File: config.mk
export PLATFORM = sky130hd
export DESIGN_NAME = stretch_mc
export DESIGN_NICKNAME = d
export VERILOG_FILES = /design/src/rtl/stretch_mc.sv
export SDC_FILE = /design/constraint.sdc
export NUM_CORES = 1
export LEC_CHECK = 0
export BUFFER_PORTS_ARGS = -buffer_cell sky130_fd_sc_hd__buf_2
export CORE_ASPECT_RATIO = 0.75
export CORE_MARGIN = 2
export CORE_UTILIZATION = 30
export CTS_BUF_LIST = sky130_fd_sc_hd__clkbuf_2 sky130_fd_sc_hd__clkbuf_4 sky130_fd_sc_hd__clkbuf_8
export DETAILED_ROUTE_END_ITERATION = 6
export PLACE_DENSITY = 0.47
export RECOVER_POWER = 25
export SKIP_CTS_REPAIR_TIMING = 1
export SYNTH_ARGS = -nofsm -noshare
export SYNTH_HDL_FRONTEND = slang
export SYNTH_SLANG_ARGS = --single-unit
File: constraint.sdc
create_clock -name clk -period 3.1 [get_ports clk]
set_clock_uncertainty 0.1 [all_clocks]
set_input_delay 0.155 -clock clk [delete_from_list [all_inputs] [get_ports clk]]
set_output_delay 0.155 -clock clk [all_outputs]
set_load 0.005 [all_outputs]
File: src/rtl/stretch_mc.sv
// stretch_mc: multi-channel pulse delay and stretcher.
// Each channel sees a rising edge on in[i], waits DELAY_TICKS+1 cycles, then
// drives out[i] high for a latched, clamped number of cycles. busy[i] and
// missed[i] report channel occupancy and discarded triggers.
module stretch_mc #(
  parameter int CHANNELS         = 4,
  parameter int DELAY_TICKS      = 100,
  parameter int MAX_LENGTH_TICKS = 100,
  parameter int RETRIGGER        = 0,
  localparam int LW              = $clog2(MAX_LENGTH_TICKS + 1),
  localparam int DW_RAW          = $clog2(DELAY_TICKS + 1),
  localparam int DW              = (DW_RAW < 1) ? 1 : DW_RAW
) (
  input  logic                   clk,
  input  logic                   rst,
  input  logic [CHANNELS-1:0]    in,
  input  logic [CHANNELS*LW-1:0] strch,
  output logic [CHANNELS-1:0]    out,
  output logic [CHANNELS-1:0]    busy,
  output logic [CHANNELS-1:0]    missed
);

  typedef enum logic [1:0] {
    IDLE   = 2'd0,
    DELAY  = 2'd1,
    ACTIVE = 2'd2
  } state_e;

  logic [CHANNELS-1:0] in_q;
  logic [CHANNELS-1:0] trig;

  // Previous trigger level, so a rising edge is a 1 seen against a registered 0.
  always_ff @(posedge clk or negedge rst) begin
    if (!rst) begin
      in_q <= '0;
    end else begin
      in_q <= in;
    end
  end

  assign trig = in & ~in_q;

  for (genvar c = 0; c < CHANNELS; c++) begin : gCh
    state_e        state_q, state_d;
    logic [DW-1:0] dly_q, dly_d;
    logic [LW-1:0] len_q, len_d;
    logic [LW-1:0] reqLen;
    logic          drop_d, drop_q;
    logic          out_q, busy_q, missed_q;

    // The delay phase always lasts DELAY_TICKS+1 state cycles (at least one),
    // which gives the trigger-to-out latency of DELAY_TICKS+1 edges; with
    // DELAY_TICKS=0 the DELAY state is therefore a single pass-through cycle.
    // In ACTIVE, len_q counts the remaining cycles after the current one.
    assign reqLen = (strch[c*LW +: LW] > LW'(MAX_LENGTH_TICKS)) ?
                    LW'(MAX_LENGTH_TICKS) : strch[c*LW +: LW];

    // Next-state logic: accept triggers in IDLE, count down delay and length, flag drops.
    always_comb begin
      state_d = state_q;
      dly_d   = dly_q;
      len_d   = len_q;
      drop_d  = 1'b0;
      case (state_q)
        IDLE: begin
          if (trig[c]) begin
            state_d = DELAY;
            dly_d   = DW'(DELAY_TICKS);
            len_d   = reqLen;
          end
        end
        DELAY: begin
          drop_d = trig[c];
          if (dly_q == '0) begin
            if (len_q == '0) begin
              state_d = IDLE;
            end else begin
              state_d = ACTIVE;
              len_d   = len_q - LW'(1);
            end
          end else begin
            dly_d = dly_q - DW'(1);
          end
        end
        ACTIVE: begin
          if (trig[c] && (RETRIGGER != 0)) begin
            len_d = reqLen;
          end else begin
            drop_d = trig[c];
            if (len_q == '0) begin
              state_d = IDLE;
            end else begin
              len_d = len_q - LW'(1);
            end
          end
        end
        default: begin
          state_d = IDLE;
          dly_d   = '0;
          len_d   = '0;
        end
      endcase
    end

    // State, counters and registered outputs; busy and missed trail by one edge.
    always_ff @(posedge clk or negedge rst) begin
      if (!rst) begin
        state_q  <= IDLE;
        dly_q    <= '0;
        len_q    <= '0;
        drop_q   <= 1'b0;
        out_q    <= 1'b0;
        busy_q   <= 1'b0;
        missed_q <= 1'b0;
      end else begin
        state_q  <= state_d;
        dly_q    <= dly_d;
        len_q    <= len_d;
        drop_q   <= drop_d;
        out_q    <= (state_d == ACTIVE);
        busy_q   <= (state_q != IDLE);
        missed_q <= drop_q;
      end
    end

    assign out[c]    = out_q;
    assign busy[c]   = busy_q;
    assign missed[c] = missed_q;
  end

endmodule

======== Word level (Yosys, flattened, before mapping) ========
Cells that the tools add are included.
storage, ports and cells
  input port bits ......................... 34
  logic and storage cells ................. 155
  register bits ........................... 84
  output and inout bits ................... 12
operators by class
  eq/ne operators ......................... 24
  reduce and logical (&&, ||, !) cells .... 28
  bitwise operators ....................... 6
  add/sub/neg operators ................... 8
  magnitude comparators ................... 4
  muxes and demuxes ....................... 56
operator list
  kind                                               count
  two-way mux 7 bit                                  24
  case mux 7 bit (3 select lines)                    8
  logical NOT 7 bit                                  8
  subtractor 7 x 1 -> 7 bit (second input constant)  8
  two-way mux 2 bit                                  16
  > comparator 7 bit (second input constant)         4
  inequality test 2 bit (second input constant)      12
  case mux 2 bit (3 select lines)                    4
  == test 2 bit (second input constant)              8
  AND reduction 3 bit                                4
  == test 2 x 1 -> 1 bit (second input constant)     4
  logical NOT 2 bit                                  4
  AND reduction 2 bit                                4
  nonzero test 2 bit                                 4
  OR reduction 2 bit                                 4
  AND 4 bit                                          1
  two-way mux 1 bit                                  4
  inverter 1 bit                                     4
  inverter 4 bit                                     1

======== Longest topological paths before layout ========
  depth in word-level cells ............... 5
  depth in mapped cells ................... 8
  depth with buffers taken out ............ 6

======== Worst setup path after synthesis ========
Ideal clock, no wire load.
  kind .................................... flip-flop to flip-flop
  from .................................... register gCh[1].len_q[0]
  to ...................................... register gCh[1].len_q[0]
  setup time .............................. 79 ps
  slack ................................... 1130 ps
  cell stages (with the launch flop) ...... 8
  arrival ................................. 1791 ps
  data required time ...................... 2921 ps
  clock period less this slack ............ 1970 ps
  path buffers ............................ 1
  cells stage by stage .................... dfrtp_1 -> inv_1 -> ha_1 -> or3b_2 -> or3_1 -> clkbuf_1 -> nand3_2 -> mux2i_1
between the ends
  longest elaborated chain between the ends .. 4
ends and longest elaborated chain
  what                                                                   line    RTL
  start: declaration                                                     46      logic [LW-1:0] len_q, len_d;
  start signal: assignment                                               118     len_q <= len_d;
  subtractor 7 x 1 -> 7 bit / logical NOT 7 bit (equally long branches)  --
  two-way mux 7 bit *                                                    75, 90
  two-way mux 7 bit                                                      74      if (dly_q == '0) begin
  case mux 7 bit (3 select lines) *                                      64      case (state_q)
Mark *: on every way between the ends. The rest lies on a longest branch, timed or not. The select of a mux whose other input is x is not followed.
A chain may end at the register's enable or synchronous reset.

======== Worst setup path after layout ========
  from .................................... register gCh[3].dly_q[0]
  to ...................................... register gCh[3].len_q[0]
between the ends
  longest elaborated chain between the ends .. 3
ends and longest elaborated chain
  what                                    line  RTL
  start: declaration                      45    logic [DW-1:0] dly_q, dly_d;
  start signal: assignment                117   dly_q <= dly_d;
  logical NOT 7 bit                       74
  inequality test 2 bit (no source line)  --
  AND reduction 2 bit (no source line)    --
  end signal: assignment                  118
  end: declaration                        46
Every way passes these cells.

==> results.cfg <==
[cts]
worstSkewPairLatency_ns = 0.38
cts-root-buf = clkbuf_8
cts_buffer_depth = 2
clock-sinks = 84
cts_buffers = 9
cts_tree = yes
clk_pin_slew_ns = 0.10
htreeDepth = 3

[sta]
finalSetupTns_ns = 0
rsz0062_at_grt = false
hold_ws_ns = -0.00618
drv_slew = 0
fin_crit_sh = 0.748
setup_viol = 0
slew_headroom = 0.0427
setup_ws_ns = 0.781
fin_crit_ns = 2.32
fmax_ghz = 0.431
worst_pin_slew_ns = 1.44
hold_viol_final = 1

[floorplan]
start_util = 0.308
die_w_um = 156
die_h_um = 118
core-area_mm2 = 0.0169
ios = 46
num_rows = 41
dieArea_mm2 = 0.0184

[drt]
initialDrtViolationCount = 437
wl_um = 12400
viasPerCell = 5.42
first_pass_iters = 5
route.detailed.drc = 0
vias = 4391
antenna_left = 0
wl_per_cell_um = 15.4

[setup_path]
cp-end-kind = flip-flop
crit_chain = inv_1 > ha_1 > nor3b_2 > a21boi_1 > or2_0 > a22o_1
cp_num_buf_inv = 1
critPathKind = flip-flop to flip-flop
r2r_slack_ns = 0.78
r2r_end = gCh[3].len_q[0]$_DFFE_PN0P_
r2r-start = gCh[3].dly_q[0]$_DFFE_PN0P_
startpoint_type = flip-flop
slowest_delay_ns = 0.45
worstRegToRegCells = 6
worstPathRequired_ns = 3.27
arrival_ns = 2.48
startpoint = gCh[3].dly_q[0]$_DFFE_PN0P_
worst_path_dominant_cell_family = simple AND/OR/NAND/NOR gates
path_max_fanout = 8
slowest_stage = nor3b_2

[hold_path]
hold_path.startpoint = strch[7]
whs_endpoint = gCh[1].len_q[0]$_DFFE_PN0P_
hold_depth = 3
hp-class = input port to flip-flop

[pwr]
leakagePower_nw = 2.46
power_density_mw_per_mm2 = 700
ir_drop_uv = 338

[synth]
synth_fp_nets = 617
synth_top_area_cell = dfrtp_1
synth_top_area_frac = 0.405
ys_ff_latch = 84
ys.flop_type = dfrtp_1
syn_avg_cell_area_um2 = 9.41
yosys_warnings = 0
syn-cell-area_mm2 = 0.00519
synth_edf_count = 0
synthTopCellsByArea = dfrtp_1 40%, ha_1 7.5%, a21oi_1 3.6%
yosysSeqAreaShare = 0.405
ys_async_sr_fraction = 1.00
synth.distinct_cells = 74
synthCells = 552

[job]
drv_cap = 0

[layout]
fill_cells = 1705
drive_gt1_frac = 0.136
final_common_cell = dfrtp_1
antennaDiodeCount = 0
layout.nets = 655
final_cells = 810
finalInstanceArea_mm2 = 0.00580
area_growth_syn_to_layout_pct = 11.6
final_cell_mix = 84 x dfrtp_1, 46 x inv_1, 40 x buf_2, 37 x a21oi_1, 37 x o21ai_0

[place]
finalWeightedCongestion = 0.831
dp.cells = 787
dpl.hpwl_um = 8940
portBuffers = 45
place_ws_ns = 0.842
placed_cell_area_mm2 = 0.00555

[grt]
grt-ovfl-total = 0
groute.usage.overall = 0.139
grt_pass1_wl_um = 20800
antenna_found_initial = 0
grt_pass1_vias = 4170
grt_max_degree = 53

[outcome]
status = finished with violations
violations = negative hold slack
==> registers in the layout, indices dropped and copies added, names as in the netlist <==
register,cells
gCh.dly_q,28
gCh.drop_q,4
gCh.state_q,8
gCh.busy_q,4
gCh.missed_q,4
in_q,4
gCh.len_q,28
gCh.out_q,4
==> final cells by class <==
type	instances	area (µm²)	area share
Inverter	46	173	0.0298
Sequential cell	84	2100	0.363
Multi-Input combinational cell	395	2760	0.477
Tap cell	215	269	0.0464
Clock buffer	10	138	0.0237
Timing Repair Buffer	54	305	0.0527
Clock inverter	6	46.3	0.00799
==> routing by layer <==
| metal | GRT usage | part of all wire | up-vias |
|---|---|---|---|
| li1 | - | - | 2133 |
| met3 | 0.0401 | 0.045 | 15 |
| met4 | 0.0407 | 0.012 | 0 |
| met5 | 0 | 0 | - |
| met1 | 0.200 | 0.51 | 2143 |
| met2 | 0.202 | 0.43 | 100 |
==> metrics by stage <==
stage | power (W) | utilization
2_1_floorplan | 0.00290 | -
3_3_place_gp | 0.00329 | 0.329
3_5_place_dp | 0.00329 | 0.329
4_1_cts | 0.00408 | 0.340
5_1_grt | 0.00439 | 0.343
6_report | 0.00406 | 0.343
==> worst reg2reg max path: stages, from the launching register on <==
cell	delay, ns
dfrtp_1	0.40
inv_1	0.08
ha_1	0.18
nor3b_2	0.45
a21boi_1	0.27
or2_0	0.43
a22o_1	0.29
==> Yosys cell counts, drive strengths merged, types with 10 or more instances <==
cell type and count:
nand2b 12, nor2 31, clkbuf 13, buf 14
nand4 10, dfrtp 84, o21ai 39, nor3 18
a21oi 38, nand3 17, inv 46, o31ai 13
nand2 18, a31oi 10, ha 31
==> power by group <==
group | internal, W | switching, W | leakage [nW]
sequential | 0.00133 | 0.000234 | 1.02
clock | 0.000319 | 0.000447 | 0.0893
combinational | 0.000704 | 0.00103 | 1.36
total | 0.00235 | 0.00171 | 2.46
==> cell families after synthesis <==
logic type,count (synthesis),share of synthesized area
AOI/OAI and AO/OA,187,0.252
buffers and inverters,73,0.0634
muxes,3,0.00578
DFF,84,0.405
xor gates and xnor gates,4,0.00674
and+or+nand+nor,170,0.193
adders and majority gates,31,0.0747
==> worst max-delay path by stage <==
stage                                  endpoint  cells after the start
CTS                 gCh[3].len_q[0]$_DFFE_PN0P_                      6
detailed placement  gCh[3].len_q[0]$_DFFE_PN0P_                      6
floorplan           gCh[1].len_q[0]$_DFFE_PN0P_                      7
global placement    gCh[3].len_q[3]$_DFFE_PN0P_                      6
finish              gCh[3].len_q[0]$_DFFE_PN0P_                      6
global route        gCh[3].len_q[1]$_DFFE_PN0P_                      6
Power figures use the tool's default switching activity.
